[config.mk]
export PLATFORM = sky130hd
export DESIGN_NAME = alu_input_seq
export DESIGN_NICKNAME = d
export VERILOG_FILES = /design/src/rtl/cpu_types_pkg.sv /design/src/rtl/btn_debounce.sv /design/src/rtl/alu_input_seq.sv
export SDC_FILE = /design/constraint.sdc
export NUM_CORES = 1
export LEC_CHECK = 0
export CELL_PAD_IN_SITES_DETAIL_PLACEMENT = 1
export CELL_PAD_IN_SITES_GLOBAL_PLACEMENT = 2
export CORE_MARGIN = 8
export CORE_UTILIZATION = 34
export DETAILED_ROUTE_END_ITERATION = 10
export DONT_BUFFER_PORTS = 1
export GPL_ROUTABILITY_DRIVEN = 0
export PLACE_DENSITY = 0.78
export SLEW_MARGIN = 20
export SYNTH_ARGS = -nofsm -noshare
export SYNTH_HDL_FRONTEND = slang
export SYNTH_HIERARCHICAL = 1
export SYNTH_SLANG_ARGS = --single-unit
[constraint.sdc]
create_clock -name CLK -period 2.1 [get_ports CLK]
set_input_delay 0.21 -clock CLK [delete_from_list [all_inputs] [get_ports CLK]]
set_output_delay 0.21 -clock CLK [all_outputs]
set_load 0.005 [all_outputs]
[src/rtl/cpu_types_pkg.sv]
// rtl/cpu_types_pkg.sv - shared CPU types: ALU opcodes and operand-entry sequencer states.
package cpu_types_pkg;

    typedef enum logic [3:0] {
        ALU_ADD  = 4'd0,
        ALU_SUB  = 4'd1,
        ALU_AND  = 4'd2,
        ALU_OR   = 4'd3,
        ALU_XOR  = 4'd4,
        ALU_SLL  = 4'd5,
        ALU_SRL  = 4'd6,
        ALU_SRA  = 4'd7,
        ALU_SLT  = 4'd8,
        ALU_SLTU = 4'd9
    } aluop_t;

    typedef enum logic [1:0] {
        GET_A = 2'd0,
        GET_B = 2'd1,
        ISSUE = 2'd2
    } alu_seq_state_t;

    // Switch entry is sign + 16-bit magnitude field, widened by sign replication.
    function automatic logic [31:0] sext_entry(input logic [16:0] sw);
        return {{16{sw[16]}}, sw[15:0]};
    endfunction

endpackage

[src/rtl/btn_debounce.sv]
// rtl/btn_debounce.sv - button synchronizer, optional debounce (ALU_SEQ_DEBOUNCE_EN), press pulse.
module btn_debounce #(
    parameter int DB_CYCLES = 250000
) (
    input  logic CLK,
    input  logic RST,
    input  logic btn_in,
    output logic press
);

    if (DB_CYCLES < 1) begin : g_bad_db_cycles
        $error("btn_debounce: DB_CYCLES must be at least 1");
    end

    logic sync1_q;
    logic sync2_q;
    logic level;
    logic level_prev_q;

    always_ff @(posedge CLK) begin
        if (RST) begin
            sync1_q <= 1'b0;
            sync2_q <= 1'b0;
        end else begin
            sync1_q <= btn_in;
            sync2_q <= sync1_q;
        end
    end

`ifdef ALU_SEQ_DEBOUNCE_EN
    localparam int CW = (DB_CYCLES > 1) ? $clog2(DB_CYCLES) : 1;
    localparam logic [CW-1:0] CNT_LAST = CW'(DB_CYCLES - 1);

    logic [CW-1:0] cnt_q;
    logic [CW-1:0] cnt_d;
    logic          level_q;
    logic          level_d;

    // Counter only runs while the synchronized input disagrees with the accepted level.
    always_comb begin
        cnt_d   = '0;
        level_d = level_q;
        if (sync2_q != level_q) begin
            if (cnt_q == CNT_LAST) begin
                level_d = sync2_q;
            end else begin
                cnt_d = cnt_q + 1'b1;
            end
        end
    end

    always_ff @(posedge CLK) begin
        if (RST) begin
            cnt_q   <= '0;
            level_q <= 1'b0;
        end else begin
            cnt_q   <= cnt_d;
            level_q <= level_d;
        end
    end

    assign level = level_q;
`else
    assign level = sync2_q;
`endif

    always_ff @(posedge CLK) begin
        if (RST) begin
            level_prev_q <= 1'b0;
        end else begin
            level_prev_q <= level;
        end
    end

    // Both terms are flop outputs, so the pulse is glitch-free and lasts one cycle.
    assign press = level & ~level_prev_q;

endmodule

[src/rtl/alu_input_seq.sv]
// rtl/alu_input_seq.sv - operand/op entry sequencer for the ALU; debounce via ALU_SEQ_DEBOUNCE_EN.
module alu_input_seq
    import cpu_types_pkg::*;
#(
    parameter int DB_CYCLES = 250000
) (
    input  logic        CLK,
    input  logic        RST,
    input  logic [16:0] sw_data,
    input  aluop_t      op_in,
    input  logic        btn,
    input  logic        cancel,
    input  logic        ack,
    output logic [31:0] a_out,
    output logic [31:0] b_out,
    output aluop_t      aluop_out,
    output logic        op_valid,
    output logic [1:0]  state_out,
    output logic [7:0]  issue_cnt
);

    logic press;

    btn_debounce #(
        .DB_CYCLES (DB_CYCLES)
    ) u_btn_debounce (
        .CLK    (CLK),
        .RST    (RST),
        .btn_in (btn),
        .press  (press)
    );

    alu_seq_state_t state_q, state_d;
    logic [31:0]    a_q, a_d;
    logic [31:0]    b_q, b_d;
    aluop_t         op_q, op_d;
    logic [7:0]     cnt_q, cnt_d;
    logic           valid_q;

    // Cancel overrides any press or ack seen in the same cycle.
    always_comb begin
        state_d = state_q;
        a_d     = a_q;
        b_d     = b_q;
        op_d    = op_q;
        cnt_d   = cnt_q;
        if (cancel) begin
            state_d = GET_A;
        end else begin
            case (state_q)
                GET_A: begin
                    if (press) begin
                        a_d     = sext_entry(sw_data);
                        state_d = GET_B;
                    end
                end
                GET_B: begin
                    if (press) begin
                        b_d     = sext_entry(sw_data);
                        op_d    = op_in;
                        state_d = ISSUE;
                    end
                end
                ISSUE: begin
                    if (ack) begin
                        cnt_d   = cnt_q + 8'd1;
                        state_d = GET_A;
                    end
                end
                default: state_d = GET_A;
            endcase
        end
    end

    always_ff @(posedge CLK) begin
        if (RST) begin
            state_q <= GET_A;
            a_q     <= '0;
            b_q     <= '0;
            op_q    <= ALU_ADD;
            cnt_q   <= '0;
            valid_q <= 1'b0;
        end else begin
            state_q <= state_d;
            a_q     <= a_d;
            b_q     <= b_d;
            op_q    <= op_d;
            cnt_q   <= cnt_d;
            valid_q <= (state_d == ISSUE);
        end
    end

    assign a_out     = a_q;
    assign b_out     = b_q;
    assign aluop_out = op_q;
    assign op_valid  = valid_q;
    assign state_out = state_q;
    assign issue_cnt = cnt_q;

endmodule

==> results.yml <==
synth:
  synth_seq_cells: 52
  synthMuxAreaShare: 0.0144
  syn-cell-area_mm2: 0.00226
  synthArstFlopShare: 0
  synth_top_family_by_area: "simple AND/OR/NAND/NOR gates"
  synth_compound_area_frac: 0.124
  synth_ff_type: "dfxtp_1"
  synth_edf_count: 0
  syn-num-nets: 287
  synth_cells: 260
  synth_top_area_cell: "dfxtp_1"
  synth_xor_area_frac: 0.00776
  synth-simple-area-share: 0.236
  seq_area_frac_synth: 0.461
  yosysMostFrequentCell: "nand2_1"
  synth_fa_ha_area_frac: 0.00555
  synthTopCellsByCount: "nand2_1 (68), dfxtp_1 (52), a21oi_1 (32)"
  synth_warnings: 6
  synth.top_cell.area_share: 0.461
  synth_area_leaders: "dfxtp_1 (46%), nand2_1 (11%), buf_4 (10%)"
  synthDistinctLibCells: 33
  avgSynthCellArea_um2: 8.68
sta:
  setup-violations-final: 0
  worst_slew_pin_slew_ns: 0.383
  fin_crit_sh: 0.768
  slew_headroom: 0.745
  finalClockSkew_ns: 0.00758
  final_max_slew_viol_count: 0
  layout_min_cycle_time_ns: 1.61
  fmax_mhz: 620
  setup-tns-final_ns: 0
  rsz0062_at_grt: "false"
  fin_hold_ws_ns: 0.0275
  timing_hold_violations_final: 0
pwr:
  p_sw_mw: 0.379
  swShare: 0.216
  ir_drop_uv: 396
  p_int_mw: 1.37
  pwr-share-comb: 0.033
  seqPwrFrac: 0.574
  power.density_mw_per_mm2: 785
  p_leak_nw: 0.717
  p_clk_frac: 0.392
cells_and_area:
  final_area_mm2: 0.00223
  final_layout_size_suffix_gt1_frac: 0.168
  nNetsFinal: 258
  syn_to_final_growth_pct: -1.28
  antenna_cells: 0
  finish.utilization: 0.349
  fin_cells: 309
die:
  rows: 29
  die_y_um: 97.5
  start_util: 0.353
  die_w_um: 97.5
  die_area_mm2: 0.00950
  core-area_mm2: 0.00639
  num_io_pins: 105
setup_path:
  cp-start-kind: "flip-flop"
  critPathKind: "reg2reg"
  worstPathCellList: "nand4bb_1, buf_4, or4_1, a21oi_1"
  crit_fanout: 12
  end_kind: "flip-flop"
  crit_slowest_cell: "or4_1"
  cp.arrival_ns: 1.85
  cp.required_ns: 2.34
  slowest_delay_ns: 0.51
clocking:
  ctsHtreeMaxLevel: 2
  clkTransAtPathRegs_ns: 0.10
  clk_path_buf_depth: 2
  postCtsSetupBuffers: 0
  numCtsBuffers: 5
  clk_latency_ns: 0.30
  cts_num_sinks: 52
  ctsRootBufferMaster: "clkbuf_8"
  cts_tree: "done"
drt:
  wirelength_um: 5490
  wl_per_cell_um: 17.8
  via_per_inst: 5.14
  drc: 0
  vias: 1587
  postRouteAntennaNets: 0
  drt_first_pass_iters: 4
  drt-initial-drc-count: 42
global_routing:
  antenna_found_initial: 0
  grt_max_degree: 51
  grt_pass1_vias: 1659
  overflow: 0
  grt_util_all_layers: 0.115
  grt_first_pass_wirelength_um: 8870
min_path:
  hp-class: "in2reg"
flow_run:
  maxCapViolCount: 0
placed_design:
  port_buffers: 0
  placed_cells: 299
  post-dp-hpwl_um: 3790
  dpl_cell_area_mm2: 0.00208
status:
  outcome: "completed"
[state kept, by name (all words and copies together), names as in the netlist]
register,flops
a_out,17
aluop_out,4
b_out,17
issue_cnt,8
op_valid,1
state_out,2
u_btn_debounce/level,1
u_btn_debounce/level_prev_q,1
u_btn_debounce/sync1_q,1
[metal layers]
metal | up-vias | GRT usage | part of all wire
li1 | 762 | - | -
met1 | 767 | 0.118 | 0.39
met2 | 56 | 0.200 | 0.50
met3 | 2 | 0.0590 | 0.10
met4 | 0 | 0.0280 | 0.0046
met5 | - | 0 | 0
[cell usage in the layout (no fill, tap or decap), types with 2 or more instances in the layout]
cell / Yosys / routed
nand2_1: 68 / 68
dfxtp_1: 52 / 52
a21oi_1: 32 / 32
nand2_2: 10 / 10
a21oi_2: 10 / 10
buf_4: 31 / 7
nor2_1: 5 / 5
clkbuf_8: 0 / 5
inv_1: 4 / 4
nor2b_1: 4 / 4
nand3_1: 3 / 3
nor3_1: 3 / 3
nand4bb_1: 2 / 2
mux2_1: 2 / 2
o31ai_1: 2 / 2
or4_1: 2 / 2
o21ai_1: 2 / 2
or3_1: 2 / 2
[cell type report]
cell class / instances / area, um2
Timing Repair Buffer: 9 / 90.1
Inverter: 4 / 15.0
Clock buffer: 5 / 68.8
Fill cell: 769 / 4160
Sequential cell: 52 / 1040
Clock inverter: 3 / 42.5
Tap cell: 77 / 96.3
Multi-Input combinational cell: 159 / 873
[worst max-delay path, delay by kind of cell, from the launching register on]
| kind | cells | cell delay (ns) |
|---|---|---|
| AND/OR/NAND/NOR | 2 | 0.76 |
| buffers and inverters | 1 | 0.21 |
| flip-flops | 1 | 0.43 |
| AO/OA/AOI/OAI | 1 | 0.14 |
[kinds of logic (layout without fill, tap and decap cells)]
| logic type | count (synthesis) | in the layout |
|---|---|---|
| AND/OR/NAND/NOR | 106 | 106 |
| flip-flops | 52 | 52 |
| buffers and inverters | 49 | 21 |
| AO/OA/AOI/OAI | 47 | 47 |
| multiplexers | 3 | 3 |
| XOR/XNOR | 2 | 2 |
| adder cells (fa/ha/maj) | 1 | 1 |
[power groups by stage]
stage                     Clock [mW]  Sequential [mW]  Combinational [mW]
final                          0.686             1.00              0.0582
after floorplan                    0             1.03              0.0560
after global routing           0.750             1.01              0.0654
after detailed placement           0             1.03              0.0348
after CTS                      0.718             1.01              0.0600
after global placement             0             1.03              0.0334
[per-stage QoR]
step	setup slack, ns	total power [mW]
after floorplan	0.581	1.08
after global placement	0.540	1.06
after detailed placement	0.498	1.06
after CTS	0.480	1.78
after global routing	0.398	1.82
final	0.488	1.75
[path summary, 6_finish.rpt]
kind	from	to	slack [ns]	depth (start not counted)
max reg2reg	state_out[0]	issue_cnt[5]	0.49	4
min reg2reg	a_out[16]	a_out[16]	0.46	2
min	sw_data[1]	b_out[1]	0.03	2
max	state_out[0]	issue_cnt[5]	0.49	4
[timing repair]
item,CTS,global route
gates resized for setup,0,0
hold buffers,2,0
hold endpoints to repair,50,0
Power figures use the tool's default switching activity.
